`config.mk`:
```
export PLATFORM = sky130hd
export DESIGN_NAME = accum_seq_core
export DESIGN_NICKNAME = d
export VERILOG_FILES = /design/src/rtl/accum_seq_core.sv
export SDC_FILE = /design/constraint.sdc
export NUM_CORES = 1
export LEC_CHECK = 0
export CORE_MARGIN = 2
export CORE_UTILIZATION = 59
export CTS_BUF_LIST = sky130_fd_sc_hd__clkbuf_16
export DETAILED_ROUTE_END_ITERATION = 10
export PLACE_DENSITY = 0.86
export SLEW_MARGIN = 20
export SYNTH_ARGS = -nofsm -noshare
export SYNTH_HDL_FRONTEND = slang
export SYNTH_SLANG_ARGS = --single-unit
```
`constraint.sdc`:
```
create_clock -name clk -period 6.9 [get_ports clk]
set_clock_uncertainty 0.05 [all_clocks]
set_input_delay 1.38 -clock clk [delete_from_list [all_inputs] [get_ports clk]]
set_output_delay 1.38 -clock clk [all_outputs]
set_load 0.05 [all_outputs]
```
`src/rtl/accum_seq_core.sv`:
```
// Accumulator core: PC, IR, A/B registers, Z/C flags and a multi-cycle sequencer driving one sync RAM port.
// Optional MUL/DIV datapath enabled by defining ACCUM_SEQ_MULDIV_EN; default build decodes those opcodes as NOPs.
module accum_seq_core #(
    parameter int DATA_W   = 8,
    parameter int ADDR_W   = 4,
    parameter int RESET_PC = 0
) (
    input  logic              clk,
    input  logic              reset,
    output logic [ADDR_W-1:0] mem_addr,
    output logic              mem_rd,
    input  logic [DATA_W-1:0] mem_rdata,
    output logic              mem_wr,
    output logic [DATA_W-1:0] mem_wdata,
    output logic [DATA_W-1:0] a_out,
    output logic [DATA_W-1:0] b_out,
    output logic [ADDR_W-1:0] pc_out,
    output logic              zero_flag,
    output logic              carry_flag,
    output logic              halted
);

    localparam logic [3:0] OP_LDA  = 4'b1000;
    localparam logic [3:0] OP_LDB  = 4'b0100;
    localparam logic [3:0] OP_ADD  = 4'b0010;
    localparam logic [3:0] OP_SUB  = 4'b0001;
    localparam logic [3:0] OP_ADDB = 4'b1011;
    localparam logic [3:0] OP_STA  = 4'b0110;
    localparam logic [3:0] OP_STB  = 4'b0111;
    localparam logic [3:0] OP_JMP  = 4'b1001;
    localparam logic [3:0] OP_JZ   = 4'b0011;
    localparam logic [3:0] OP_JC   = 4'b0101;
    localparam logic [3:0] OP_HLT  = 4'b1111;
`ifdef ACCUM_SEQ_MULDIV_EN
    localparam logic [3:0] OP_MUL  = 4'b1100;
    localparam logic [3:0] OP_DIV  = 4'b1010;
`endif

    typedef enum logic [2:0] {
        S_FETCH,
        S_DECODE,
        S_EXEC,
        S_WB,
        S_HALT
    } state_t;

    state_t              state, state_nxt;
    logic [ADDR_W-1:0]   pc, pc_nxt;
    logic [3:0]          ir_op, ir_op_nxt;
    logic [ADDR_W-1:0]   ir_addr, ir_addr_nxt;
    logic [DATA_W-1:0]   a, a_nxt;
    logic [DATA_W-1:0]   b, b_nxt;
    logic                zf, zf_nxt;
    logic                cf, cf_nxt;

    logic [DATA_W:0]     sum_ab;
    logic [DATA_W:0]     sum_am;
    logic [DATA_W:0]     dif_am;

    // Top bit of the widened result is carry (add) or borrow (subtract).
    function automatic logic [DATA_W:0] add_c(input logic [DATA_W-1:0] x, input logic [DATA_W-1:0] y);
        return {1'b0, x} + {1'b0, y};
    endfunction

    function automatic logic [DATA_W:0] sub_b(input logic [DATA_W-1:0] x, input logic [DATA_W-1:0] y);
        return {1'b0, x} - {1'b0, y};
    endfunction

    assign sum_ab = add_c(a, b);
    assign sum_am = add_c(a, mem_rdata);
    assign dif_am = sub_b(a, mem_rdata);

`ifdef ACCUM_SEQ_MULDIV_EN
    logic [2*DATA_W-1:0] prod_am;
    logic [DATA_W-1:0]   quot_am;
    logic [DATA_W-1:0]   rem_am;

    function automatic logic [2*DATA_W-1:0] mul_full(input logic [DATA_W-1:0] x, input logic [DATA_W-1:0] y);
        return {{DATA_W{1'b0}}, x} * {{DATA_W{1'b0}}, y};
    endfunction

    // Division by zero yields all ones / original dividend instead of X.
    function automatic logic [DATA_W-1:0] div_q(input logic [DATA_W-1:0] x, input logic [DATA_W-1:0] y);
        return (y == '0) ? '1 : x / y;
    endfunction

    function automatic logic [DATA_W-1:0] div_r(input logic [DATA_W-1:0] x, input logic [DATA_W-1:0] y);
        return (y == '0) ? x : x % y;
    endfunction

    assign prod_am = mul_full(a, mem_rdata);
    assign quot_am = div_q(a, mem_rdata);
    assign rem_am  = div_r(a, mem_rdata);
`endif

    always_comb begin
        state_nxt   = state;
        pc_nxt      = pc;
        ir_op_nxt   = ir_op;
        ir_addr_nxt = ir_addr;
        a_nxt       = a;
        b_nxt       = b;
        zf_nxt      = zf;
        cf_nxt      = cf;
        mem_addr    = pc;
        mem_rd      = 1'b0;
        mem_wr      = 1'b0;
        mem_wdata   = '0;

        case (state)
            S_FETCH: begin
                mem_rd    = 1'b1;
                state_nxt = S_DECODE;
            end
            S_DECODE: begin
                ir_op_nxt   = mem_rdata[DATA_W-1 -: 4];
                ir_addr_nxt = mem_rdata[ADDR_W-1:0];
                pc_nxt      = pc + ADDR_W'(1);
                state_nxt   = S_EXEC;
            end
            S_EXEC: begin
                state_nxt = S_FETCH;
                case (ir_op)
                    OP_LDA, OP_LDB, OP_ADD, OP_SUB: begin
                        mem_addr  = ir_addr;
                        mem_rd    = 1'b1;
                        state_nxt = S_WB;
                    end
`ifdef ACCUM_SEQ_MULDIV_EN
                    OP_MUL, OP_DIV: begin
                        mem_addr  = ir_addr;
                        mem_rd    = 1'b1;
                        state_nxt = S_WB;
                    end
`endif
                    OP_STA: begin
                        mem_addr  = ir_addr;
                        mem_wr    = 1'b1;
                        mem_wdata = a;
                    end
                    OP_STB: begin
                        mem_addr  = ir_addr;
                        mem_wr    = 1'b1;
                        mem_wdata = b;
                    end
                    OP_JMP: pc_nxt = ir_addr;
                    OP_JZ:  if (zf) pc_nxt = ir_addr;
                    OP_JC:  if (cf) pc_nxt = ir_addr;
                    OP_ADDB: begin
                        a_nxt  = sum_ab[DATA_W-1:0];
                        cf_nxt = sum_ab[DATA_W];
                        zf_nxt = (sum_ab[DATA_W-1:0] == '0);
                    end
                    OP_HLT: state_nxt = S_HALT;
                    default: ;
                endcase
            end
            S_WB: begin
                state_nxt = S_FETCH;
                case (ir_op)
                    OP_LDA: begin
                        a_nxt  = mem_rdata;
                        zf_nxt = (mem_rdata == '0);
                    end
                    OP_LDB: b_nxt = mem_rdata;
                    OP_ADD: begin
                        a_nxt  = sum_am[DATA_W-1:0];
                        cf_nxt = sum_am[DATA_W];
                        zf_nxt = (sum_am[DATA_W-1:0] == '0);
                    end
                    OP_SUB: begin
                        a_nxt  = dif_am[DATA_W-1:0];
                        cf_nxt = dif_am[DATA_W];
                        zf_nxt = (dif_am[DATA_W-1:0] == '0);
                    end
`ifdef ACCUM_SEQ_MULDIV_EN
                    OP_MUL: begin
                        a_nxt  = prod_am[DATA_W-1:0];
                        b_nxt  = prod_am[2*DATA_W-1:DATA_W];
                        cf_nxt = |prod_am[2*DATA_W-1:DATA_W];
                        zf_nxt = (prod_am[DATA_W-1:0] == '0);
                    end
                    OP_DIV: begin
                        a_nxt  = quot_am;
                        b_nxt  = rem_am;
                        cf_nxt = (mem_rdata == '0);
                        zf_nxt = (quot_am == '0);
                    end
`endif
                    default: ;
                endcase
            end
            S_HALT: state_nxt = S_HALT;
            default: state_nxt = S_FETCH;
        endcase

        // Reset wins over any in-flight strobe so the RAM never sees a read or write in the reset cycle.
        if (reset) begin
            mem_rd = 1'b0;
            mem_wr = 1'b0;
        end
    end

    always_ff @(posedge clk) begin
        if (reset) begin
            state   <= S_FETCH;
            pc      <= ADDR_W'(RESET_PC);
            ir_op   <= '0;
            ir_addr <= '0;
            a       <= '0;
            b       <= '0;
            zf      <= 1'b0;
            cf      <= 1'b0;
        end else begin
            state   <= state_nxt;
            pc      <= pc_nxt;
            ir_op   <= ir_op_nxt;
            ir_addr <= ir_addr_nxt;
            a       <= a_nxt;
            b       <= b_nxt;
            zf      <= zf_nxt;
            cf      <= cf_nxt;
        end
    end

    assign a_out      = a;
    assign b_out      = b;
    assign pc_out     = pc;
    assign zero_flag  = zf;
    assign carry_flag = cf;
    assign halted     = (state == S_HALT);

endmodule

```
Yosys cells after proc, flatten, opt, wreduce, memory -nomap -nowiden

Cells that the tools add are included.

Register bits after elaboration: 33
Input port bits: 10
Logic and storage cells: 72

Add/subtract/negate cells: 4
Mux-type cells: 25
Reduce and logical (&&, ||, !) cells: 14
Equality and inequality tests: 21

Operator list:

| operator            | count |
|---|---|
| $logic_not 8->1     | 4 |
| $pmux 8 s2          | 2 |
| $pmux 8 s3          | 1 |
| $add 8x8->9         | 2 |
| $eq 4x3->1 const B  | 4 |
| $eq 4x4->1 const B  | 4 |
| $mux 4              | 4 |
| $mux 8              | 2 |
| $pmux 3 s4          | 1 |
| $pmux 4 s3          | 1 |
| $ne 3x3->1 const B  | 3 |
| $sub 8x8->9         | 1 |
| $eq 4x2->1 const B  | 2 |
| $pmux 1 s2          | 4 |
| $pmux 4 s2          | 1 |
| $mux 1              | 7 |
| $eq 3x2->1 const B  | 2 |
| $pmux 3 s2          | 1 |
| $reduce_and 3->1    | 2 |
| $reduce_or 6->1     | 1 |
| $add 4x1->4 const B | 1 |
| $eq 4x1->1 const B  | 1 |
| $ne 4x2->1 const B  | 1 |
| $ne 4x3->1 const B  | 1 |
| other kinds (10)    | 11 |

Depth between registers and ports, before layout

Gate-level depths: netlist of run 1.

Depth after elaboration: 5
Mapped depth: 11
Gate-level depth less buffers: 11

Worst setup path before layout of run 1

No wires, ideal clock.

Kind: input-to-output
Start: in reset
End: out mem_rd
Required time: 5,470 ps
Setup slack: 1,486 ps
Arrival time: 3,984 ps
Stages: 2
Path buffers: 1
Cell sequence: clkbuf_8 > a2111oi_0

Word-level cells in the longest chain between the ends: 1

Ends and longest elaborated chain:

| element         | RTL line | source |
|---|---|---|
| start, declared | 9        | `input logic reset,` |
| $mux 1          | 198      | `if (reset) begin` |
| end, declared   | 11       | `output logic mem_rd,` |

No other way between the ends.

Worst setup path in the final report of run 1

Same ends and word-level chain as after synthesis.

==> reports/qor.csv, run 1 <==
stage,metric,value,unit
finish,fin nets,474,
synth,"FFs w/ async S/R, synth",0,%
synth,post-synthesis sequential area ratio,21.8,%
setup_path,crit path cell chain,clkdlybuf4s50_1 -> a2111oi_0 -> clkdlybuf4s50_1,
setup_path,worst path required time,5470,ps
sta,setup TNS,0,ps
synth,largest family of logic cells by synthesized area,simple AND/OR/NAND/NOR gates,
placement,Buffers on Ports,46,
power_and_ir_drop,Pleak,1.46,nW
route,Metal-1 WL,3.63,mm
route,Routed Antenna Nets,0,
synth,"top cells by area, synth","dfxtp_1, ha_1, nor2_1",
route,drt first pass iters,5,
sta,minimum clock period,5060,ps
floorplan,Die Span X,75.6,um
finish,FF+latch area,661,um2
finish,area of the multi-input gates,2170,um2
floorplan,I/O Pins,47,
setup_path,sum of buffers and inverters on the critical path,2,
synth,Mapped Cells,405,
route,Initial DRC Count,206,
synth,Mapped Nets,444,
sta,worst-margin pin slew,704,ps
worst_hold_path,hold depth,2,
power_and_ir_drop,Total Power,0.592,mW
floorplan,Core ar.,5010,um2
route,WL per Instance,17.9,um
sta,RSZ-0062 raised after global routing,false,
finish,"Core Util, Final",72.4,%
sta,period utilization,73.3,%
route,met2 wire len,4.39,mm
job,max_cap viols,0,
synth,"Top FF cell, synth",dfxtp_1,
sta,FMAX,198,MHz
synth,area of the mapped netlist,3020,um2
synth,Mapped Avg Cell Area,7.47,um2
setup_path,WP data arrival,3630,ps
clocking,clock sink total,33,
worst_hold_path,Hold Path Class,flip-flop to flip-flop,
clocking,Post-CTS Resized,0,
grt,initial antenna violation count,0,
worst_hold_path,HP Start,pc_out[2]$_SDFFE_PP0P_,
route,vias,3164,
synth,post-synthesis xor/xnor area fraction,5.21,%
route,Routed WL,9.06,mm
synth,Synth cell types,56,
clocking,CTS H-Tree Depth,2,
worst_hold_path,Hold Path Sink,pc_out[2]$_SDFFE_PP0P_,
setup_path,"setup slack, reg-to-reg",4060,ps
setup_path,CP peak stage delay,890,ps
clocking,Post-CTS Setup Inserts,0,
sta,final setup fails,0,
synth,compound-gate portion of the synthesized area,24.2,%
placement,dpl hpwl,6.76,mm
route,drc violations,0,
floorplan,Die Span Y,75.6,um
synth,Ys Warns,0,
grt,vias in the first global route,2883,
route,via/cell ratio,6.25,
finish,layout cells sized above 1,4.59,%
clocking,clock root buffer,clkbuf_16,
sta,slew margin rel.,52.7,%
synth,Post-synth EDFFs,0,
setup_path,crit-path leading delay family,buffers and inverters,
setup_path,Worst path depth,3,
setup_path,reg2reg path depth,8,
sta,Pins Over Slew Limit,0,
synth,#FFs+latches synth,33,
synth,top cell type's share of synthesized area,21.8,%
placement,"worst slack, placed",1870,ps
synth,Post-Synth Simple-Gate Area,24.8,%
grt,gr usage total,32.5,%
finish,Fillers,448,
synth,mux cell area share after synthesis,4.80,%
synth,biggest area consumer among synthesized cells,dfxtp_1,
setup_path,CP Class,input port to output pin,
setup_path,CP max-delay cell,clkdlybuf4s50_1,
grt,global-route wire length before repair,14.1,mm
route,met3 WL,703,um
setup_path,reg2reg end,zero_flag$_SDFFE_PP0P_,
floorplan,Std-Cell Rows,26,
sta,hold slack,481,ps
run_status,status,"complete, no violations",
grt,GRT overflow,0,
floorplan,die area,5710,um2
setup_path,Startpoint Class,input port,
power_and_ir_drop,peak supply drop,0.101,mV
clocking,Clock Latency Late Sink,280,ps
clocking,clock buffer depth,2,
setup_path,Critical R2R Launch,a_out[3]$_SDFFE_PP0P_,
finish,Area Growth Syn to Fin,19.9,%
clocking,total CTS buffers,5,
route,top routing layer in use,met4,
grt,largest net degree at the start of global routing,22,
setup_path,CP Max Fanout,19,
sta,Final Hold Viols,0,
setup_path,CP dominant cell by count,clkdlybuf4s50_1,
power_and_ir_drop,P per Cell Area,163,nW/um2
placement,routability cong.,0.926,
clocking,CTS tree,built,
sta,Final WS setup,1840,ps
finish,antenna cell count,0,
setup_path,Worst setup EP type,output pin,
synth,Post-Synth Adder-Cell Area,12.7,%
clocking,CTS Hold Bufs,0,
clocking,Worst-path clk slew,50,ps
floorplan,starting density of the core,60.4,%
## tightest hold or removal path: stages (launching register included)
cell,delay (ps)
dfxtp_1,330
o21ai_0,90
a21oi_1,60
## metrics by stage
stage / std cells / instance area (um2)
6_report: 506 / 3630
3_5_place_dp: 498 / 3460
3_3_place_gp: 498 / 3460
5_1_grt: 506 / 3630
4_1_cts: 506 / 3630
2_1_floorplan: 405 / 3020
## cell usage in the layout, fill, tap and decap left out, drive strengths merged, types with 8 or more instances in the layout
cell type,Yosys,final
nor2b,8,8
nand2b,8,8
inv,17,18
ha,26,26
a21oi,35,35
clkdlybuf4s50,0,46
mux2i,10,10
nor2,71,71
a22oi,9,9
nor3,11,11
nand2,23,23
xnor2,11,11
o21ai,17,17
dfxtp,33,33
## state kept, by name, summed over array words and instances, names as in the netlist
register / flops
a_out: 8
b_out: 8
ir_addr: 4
ir_op: 4
pc_out: 4
state: 3
carry_flag: 1
zero_flag: 1
## cell families (layout without fill, tap and decap cells)
kind of cell,count (synthesis),after routing
AOI/OAI and AO/OA,111,111
xor gates and xnor gates,18,18
adders and majority gates,29,29
buffers and inverters,43,74
DFF,33,33
muxes,14,14
and+or+nand+nor,157,157
## final cells by class
class,count,share of cell area [%]
multi-input combinational,329,59.8
timing repair buffer,49,13.3
clock inverter,3,1.04
inverter,17,1.76
clock buffer,5,3.45
tap,70,2.42
sequential,33,18.2
## worst max-delay path by stage
stage,slack (ps),to,startpoint
after floorplan,1490,mem_rd,reset
after global placement,1960,mem_rd,reset
after detailed placement,1870,mem_rd,reset
after CTS,1850,mem_rd,reset
after global routing,1760,mem_rd,reset
final,1840,mem_rd,reset
## report_power, final
group | internal, mW | switching (mW)
combinational | 0.0474 | 0.0816
sequential | 0.198 | 0.0155
clock | 0.168 | 0.0821
total | 0.413 | 0.179
## per-layer routing
metal	track usage, %	vias up
met5	0	-
met4	13.8	0
met3	4.76	25
met2	55.6	155
met1	40.9	1477
li1	-	1507
## Yosys cell counts (4+ instances only)
master / n
a211oi_1: 7
a21o_1: 4
a21oi_1: 35
a22oi_1: 9
a311oi_1: 4
clkbuf_1: 22
dfxtp_1: 33
ha_1: 26
inv_1: 17
mux2_2: 4
mux2i_1: 10
nand2_1: 23
nand2b_1: 8
nand3_1: 7
nor2_1: 71
nor2b_1: 8
nor3_1: 11
nor3b_1: 4
o21a_1: 4
o21ai_0: 16
o22ai_1: 4
xnor2_1: 11
xor2_1: 7
No activity file was read; power rests on OpenSTA's default activity.
==> run 2: changes to the inputs <==
Settings changed: CORE_UTILIZATION 59 to 50, PLACE_DENSITY 0.86 to 0.78.
Clock period 6.9 ns to 4.4 ns, I/O delays scaled along.
==> run 2 against run 1 <==
First-iteration DRC count up 17%. Worst hold slack got worse by 11 ps. Wire length decreased by 0.21%. Largest cell class unchanged. Largest power group unchanged.
==> reports/qor.csv, run 2 (same netlist as run 1, synthesis figures left out) <==
stage,metric,value,unit,change
route,WL per Instance,17.5,um,was 17.9 um
grt,global-route wire length before repair,14.5,mm,was 14.1 mm
route,Metal-1 WL,4.00,mm,was 3.63 mm
grt,vias in the first global route,2872,,was 2883
floorplan,die area,6690,um2,was 5710 um2
power_and_ir_drop,P per Cell Area,243,nW/um2,was 163 nW/um2
sta,slew margin rel.,48.7,%,was 52.7%
power_and_ir_drop,peak supply drop,0.199,mV,was 0.101 mV
clocking,Clock Latency Late Sink,290,ps,was 280 ps
job,max_cap viols,0,,unchanged
run_status,status,"complete, no violations",,unchanged
placement,dpl hpwl,6.86,mm,was 6.76 mm
finish,fin nets,478,,was 474
worst_hold_path,HP Start,ir_addr[0]$_SDFFE_PP0P_,,was pc_out[2]$_SDFFE_PP0P_
sta,minimum clock period,3740,ps,
setup_path,crit-path leading delay family,buffers and inverters,,unchanged
setup_path,WP data arrival,2810,ps,was 3630 ps
setup_path,reg2reg path depth,9,,was 8
grt,initial antenna violation count,0,,unchanged
sta,final setup fails,0,,unchanged
power_and_ir_drop,Clk network pwr share,39.2,%,was 42.2%
power_and_ir_drop,Net Sw Frac,32.9,%,was 30.3%
power_and_ir_drop,Int Pwr,0.596,mW,was 0.413 mW
placement,routability cong.,0.906,,was 0.926
route,met2 wire len,4.35,mm,was 4.39 mm
sta,Pins Over Slew Limit,0,,unchanged
setup_path,crit path cell chain,nor2_1 -> xor2_1 -> a21oi_1 -> o21ai_0 -> mux2_2 -> clkdlybuf4s50_1,,was clkdlybuf4s50_1 -> a2111oi_0 -> clkdlybuf4s50_1
power_and_ir_drop,Pleak,1.48,nW,was 1.46 nW
clocking,CTS Hold Bufs,0,,unchanged
power_and_ir_drop,total net switching power,0.293,mW,was 0.179 mW
sta,worst-margin pin slew,766,ps,was 704 ps
clocking,clock root buffer,clkbuf_16,,unchanged
route,Initial DRC Count,241,,was 206
floorplan,Core ar.,5890,um2,was 5010 um2
power_and_ir_drop,combinational fraction of design power,23.5,%,was 21.8%
grt,GRT overflow,0,,unchanged
clocking,total CTS buffers,5,,unchanged
sta,setup TNS,0,ps,unchanged
floorplan,Die Span Y,81.8,um,was 75.6 um
worst_hold_path,Hold Path Class,flip-flop to flip-flop,,unchanged
setup_path,reg2reg end,zero_flag$_SDFFE_PP0P_,,unchanged
sta,Final Hold Viols,0,,unchanged
floorplan,I/O Pins,47,,unchanged
floorplan,starting density of the core,51.4,%,was 60.4%
clocking,clock sink total,33,,unchanged
setup_path,Critical R2R Launch,a_out[0]$_SDFFE_PP0P_,,was a_out[3]$_SDFFE_PP0P_
finish,"commonest non-fill, non-tap cell in the layout",nor2_1,,unchanged
sta,FMAX,267,MHz,
sta,RSZ-0062 raised after global routing,false,,unchanged
setup_path,sum of buffers and inverters on the critical path,1,,was 2
placement,Placed Area,3510,um2,was 3460 um2
route,Routed WL,9.04,mm,was 9.06 mm
finish,"commonest cells after routing, fill and taps aside","nor2_1, clkdlybuf4s50_1, a21oi_1",,unchanged
placement,Buffers on Ports,46,,unchanged
setup_path,CP Class,flip-flop to output pin,,was input port to output pin
finish,layout cells sized above 1,6.59,%,was 4.59%
sta,period utilization,85.0,%,
setup_path,"setup slack, reg-to-reg",1530,ps,was 4060 ps
clocking,CTS H-Tree Depth,2,,unchanged
clocking,Worst-path clk slew,60,ps,was 50 ps
clocking,Post-CTS Resized,0,,unchanged
clocking,clock buffer depth,2,,unchanged
worst_hold_path,Hold Path Sink,ir_addr[0]$_SDFFE_PP0P_,,was pc_out[2]$_SDFFE_PP0P_
route,drt first pass iters,5,,unchanged
route,drc violations,0,,unchanged
floorplan,Std-Cell Rows,28,,was 26
finish,antenna cell count,0,,unchanged
finish,Area Growth Syn to Fin,20.9,%,was 19.9%
setup_path,worst path required time,3470,ps,was 5470 ps
sta,hold slack,470,ps,was 481 ps
route,vias,3096,,was 3164
setup_path,CP max-delay cell,clkdlybuf4s50_1,,unchanged
route,top routing layer in use,met4,,unchanged
setup_path,Startpoint Class,flip-flop,,was input port
power_and_ir_drop,Flop pwr share,37.3,%,was 36.0%
setup_path,Worst setup EP type,output pin,,unchanged
clocking,Post-CTS Setup Inserts,0,,unchanged
floorplan,Die Span X,81.8,um,was 75.6 um
route,via/cell ratio,6.01,,was 6.25
worst_hold_path,hold depth,2,,unchanged
grt,largest net degree at the start of global routing,37,,was 22
clocking,CTS tree,built,,unchanged
setup_path,CP Max Fanout,10,,was 19
grt,gr usage total,28.4,%,was 32.5%
setup_path,CP peak stage delay,700,ps,was 890 ps
route,Routed Antenna Nets,0,,unchanged
route,met3 WL,455,um,was 703 um
power_and_ir_drop,Total Power,0.889,mW,was 0.592 mW
finish,Finished Cell Area,3660,um2,was 3630 um2
run 2: cell types whose count changed in the layout (fill, tap and decap cells not counted), sizes merged:
cell | previous run | this run
clkinvlp | 0 | 1
clkdlybuf4s50 | 46 | 44
buf | 3 | 9
inv | 18 | 17
clkinv | 1 | 2
bufinv | 1 | 0
run 2: worst reg2reg max path, cell delays in order, from the launching register on:
cell	delay [ps]
dfxtp_1	370
ha_1	270
fa_1	430
a211oi_1	260
o21bai_1	110
a21oi_1	240
xnor2_1	190
nand2_1	80
or4_1	580
a311oi_2	210
run 2: per-stage QoR:
stage,utilization (%),setup slack (ps),cells
2_1_floorplan,-,385,405
3_3_place_gp,59.7,494,507
3_5_place_dp,59.7,385,507
4_1_cts,62.1,670,515
5_1_grt,62.1,507,515
6_report,62.1,661,515
run 2: how the worst max path moves through the flow:
stage          depth (start not counted)                endpoint                   from  slack [ps]
6_report                               6             mem_addr[1]  ir_op[1]$_SDFFE_PP0P_         660
3_3_place_gp                          10  zero_flag$_SDFFE_PP0P_           mem_rdata[1]         490
5_1_grt                               10  zero_flag$_SDFFE_PP0P_           mem_rdata[1]         510
2_1_floorplan                          6                  mem_rd  ir_op[2]$_SDFFE_PP0P_         390
3_5_place_dp                          10  zero_flag$_SDFFE_PP0P_           mem_rdata[1]         390
4_1_cts                               10  zero_flag$_SDFFE_PP0P_           mem_rdata[1]         670
run 2: power groups by stage:
stage,clock network [mW],registers (mW),logic (mW)
6_report,0.349,0.331,0.209
4_1_cts,0.350,0.331,0.207
5_1_grt,0.362,0.333,0.228
2_1_floorplan,0,0.334,0.145
3_3_place_gp,0,0.337,0.204
3_5_place_dp,0,0.337,0.206
run 2: layer usage:
metal | global-route usage (%) | vias to the layer above
met5 | 0 | -
met4 | 10.2 | 0
li1 | - | 1513
met2 | 48.8 | 103
met3 | 4.18 | 17
met1 | 36.1 | 1463
run 2: final cells by class:
type                    instances  area [um2]
fillers                       548        2230
multi-input cells             329        2170
flip-flops and latches         33         661
repair buffers                 53         520
clock buffers                   5         125
well taps                      75        93.8
inverters                      17        63.8
clock inverters                 3        17.5
==> run 3: changes to the inputs <==
Clock period 4.4 ns to 3.07 ns, I/O delays scaled along.
==> run 3 against run 2 <==
Setup slack worse by 570 ps. Highest routed layer unchanged. Largest cell class unchanged. Global-route usage is 3.1 points higher. Sequential power is 41% higher.
==> reports/qor.csv, run 3 (same netlist as run 1, synthesis figures left out) <==
stage,metric,value,unit,change
floorplan,die area,6690,um2,unchanged
finish,layout cells sized above 1,20.8,%,was 6.59%
power_and_ir_drop,Pleak,1.74,nW,was 1.48 nW
setup_path,CP peak stage delay,590,ps,was 700 ps
grt,global-route wire length before repair,15.9,mm,was 14.5 mm
setup_path,sum of buffers and inverters on the critical path,2,,was 1
clocking,CTS Hold Bufs,0,,unchanged
route,drt first pass iters,6,,was 5
setup_path,Startpoint Class,flip-flop,,unchanged
clocking,Worst-path clk slew,60,ps,about the same
sta,slew margin rel.,55.3,%,was 48.7%
sta,Final WS setup,95.7,ps,was 661 ps
sta,Final Hold Viols,0,,unchanged
grt,gr usage total,31.5,%,was 28.4%
finish,Area Growth Syn to Fin,36.7,%,was 20.9%
floorplan,Std-Cell Rows,28,,unchanged
finish,"Core Util, Final",70.2,%,was 62.1%
clocking,CTS tree,built,,unchanged
setup_path,Worst path depth,5,,was 6
finish,antenna cell count,0,,unchanged
setup_path,reg2reg path depth,9,,unchanged
finish,"commonest cells after routing, fill and taps aside","nor2_1, buf_4, a21oi_1, dfxtp_1, clkdlybuf4s50_1",,"was nor2_1, clkdlybuf4s50_1, a21oi_1"
setup_path,crit path cell chain,inv_1 -> a311oi_1 -> o21ai_0 -> a2111oi_2 -> buf_12,,was nor2_1 -> xor2_1 -> a21oi_1 -> o21ai_0 -> mux2_2 -> clkdlybuf4s50_1
grt,largest net degree at the start of global routing,21,,was 37
route,vias,3409,,was 3096
sta,minimum clock period,2970,ps,
setup_path,CP Launch Point,ir_op[1]$_SDFFE_PP0P_,,unchanged
sta,FMAX,336,MHz,
setup_path,"setup slack, reg-to-reg",160,ps,was 1530 ps
floorplan,I/O Pins,47,,unchanged
setup_path,WP data arrival,2310,ps,was 2810 ps
placement,dpl hpwl,7.46,mm,was 6.86 mm
grt,vias in the first global route,3296,,was 2872
finish,"commonest non-fill, non-tap cell in the layout",nor2_1,,unchanged
job,max_cap viols,0,,unchanged
floorplan,Die Span Y,81.8,um,unchanged
setup_path,worst path required time,2410,ps,was 3470 ps
sta,Pins Over Slew Limit,0,,unchanged
finish,fin nets,519,,was 478
clocking,clock root buffer,clkbuf_16,,unchanged
clocking,CTS H-Tree Depth,2,,unchanged
placement,"worst slack, placed",-360,ps,was 385 ps
run_status,status,"complete, no violations",,unchanged
setup_path,Critical R2R Launch,a_out[0]$_SDFFE_PP0P_,,unchanged
sta,period utilization,96.9,%,
worst_hold_path,HP Start,pc_out[2]$_SDFFE_PP0P_,,was ir_addr[0]$_SDFFE_PP0P_
placement,Inst Count DP,546,,was 507
route,drc violations,0,,unchanged
route,WL per Instance,17.8,um,was 17.5 um
setup_path,CP max-delay cell,dfxtp_1,,was clkdlybuf4s50_1
floorplan,Core ar.,5890,um2,unchanged
setup_path,CP Class,flip-flop to output pin,,unchanged
route,Initial DRC Count,260,,was 241
worst_hold_path,Hold Path Class,flip-flop to flip-flop,,unchanged
setup_path,reg2reg end,zero_flag$_SDFFE_PP0P_,,unchanged
sta,worst-margin pin slew,667,ps,was 766 ps
grt,GRT overflow,0,,unchanged
power_and_ir_drop,peak supply drop,0.283,mV,was 0.199 mV
clocking,Clock Latency Late Sink,280,ps,was 290 ps
sta,RSZ-0062 raised after global routing,false,,unchanged
route,Routed WL,9.90,mm,was 9.04 mm
sta,final setup fails,0,,unchanged
route,Routed Antenna Nets,0,,unchanged
setup_path,Critical path destination,mem_rd,,was mem_addr[1]
grt,initial antenna violation count,0,,unchanged
finish,Post-Layout Cell Count,556,,was 515
power_and_ir_drop,P per Cell Area,319,nW/um2,was 243 nW/um2
clocking,clock buffer depth,2,,unchanged
clocking,total CTS buffers,5,,unchanged
clocking,clock sink total,33,,unchanged
placement,routability cong.,0.963,,was 0.906
floorplan,starting density of the core,51.4,%,unchanged
setup_path,Worst setup EP type,output pin,,unchanged
setup_path,crit-path leading delay family,compound AO/OA/AOI/OAI gates,,was buffers and inverters
route,via/cell ratio,6.13,,was 6.01
power_and_ir_drop,Total Power,1.32,mW,was 0.889 mW
floorplan,Die Span X,81.8,um,unchanged
placement,Buffers on Ports,46,,unchanged
setup_path,CP Max Fanout,13,,was 10
[run 3: changes by cell type in the layout (fill, tap and decap cells not counted), moves of 2 or more]
cell             delta
clkdlybuf4s50_1    -15
buf_4              +44
ha_2                +3
buf_12              +9
a21oi_1             -2
a21oi_2             +2
fa_2                +2
dlymetal6s2s_1      +2
ha_1                -4
fa_1                -2
[run 3: timing repair]
action,4_1_cts,5_1_grt
endpoints found under the setup margin,1,5
hold endpoints to repair,0,0
buffers inserted,1,1
gates resized for setup,6,16
pin swaps,1,8
[run 3: final cells by class]
class | count | area (um2)
sequential | 33 | 661
multi-input combinational | 329 | 2260
tap | 75 | 93.8
clock inverter | 3 | 17.5
timing repair buffer | 94 | 915
clock buffer | 5 | 125
fill | 467 | 1750
inverter | 17 | 63.8
[run 3: per-stage QoR]
step / setup TNS [ps] / cell area (um2) / hold slack, ps
6_report: 0 / 4130 / 478
5_1_grt: 0 / 4130 / 524
4_1_cts: 0 / 4060 / 474
3_5_place_dp: -676 / 3890 / 468
3_3_place_gp: -485 / 3890 / 448
2_1_floorplan: -11.0 / 3040 / 429
[run 3: worst min-delay path by stage]
stage | to | depth (start not counted)
floorplan | ir_addr[0]$_SDFFE_PP0P_ | 2
detailed placement | pc_out[2]$_SDFFE_PP0P_ | 2
global placement | ir_addr[1]$_SDFFE_PP0P_ | 2
CTS | pc_out[2]$_SDFFE_PP0P_ | 2
global route | pc_out[2]$_SDFFE_PP0P_ | 2
finish | pc_out[2]$_SDFFE_PP0P_ | 2
[run 3: worst register-to-register path, stage by stage (launching register included)]
cell      delay, ps
dfxtp_1         370
ha_1            270
fa_1            440
a211oi_1        250
o21bai_1        110
a21oi_1         220
xnor2_1         170
nand2_1          70
or4_1           600
a311oi_2        280
[run 3: report_power, final]
part	total [mW]	leakage [nW]	internal [mW]	switching, mW
sequential	0.468	0.268	0.444	0.0238
combinational	0.358	1.40	0.146	0.212
clock	0.492	0.0696	0.297	0.195
total	1.32	1.74	0.888	0.431
[run 3: per-layer routing]
metal	part of all wire, %	wire length (um)	up-vias	GRT usage, %
met3	7.3	718	39	6.81
met4	5.6	553	0	18.8
met5	0	0	-	0
li1	-	-	1605	-
met1	40	3960	1599	38.1
met2	47	4670	166	51.1
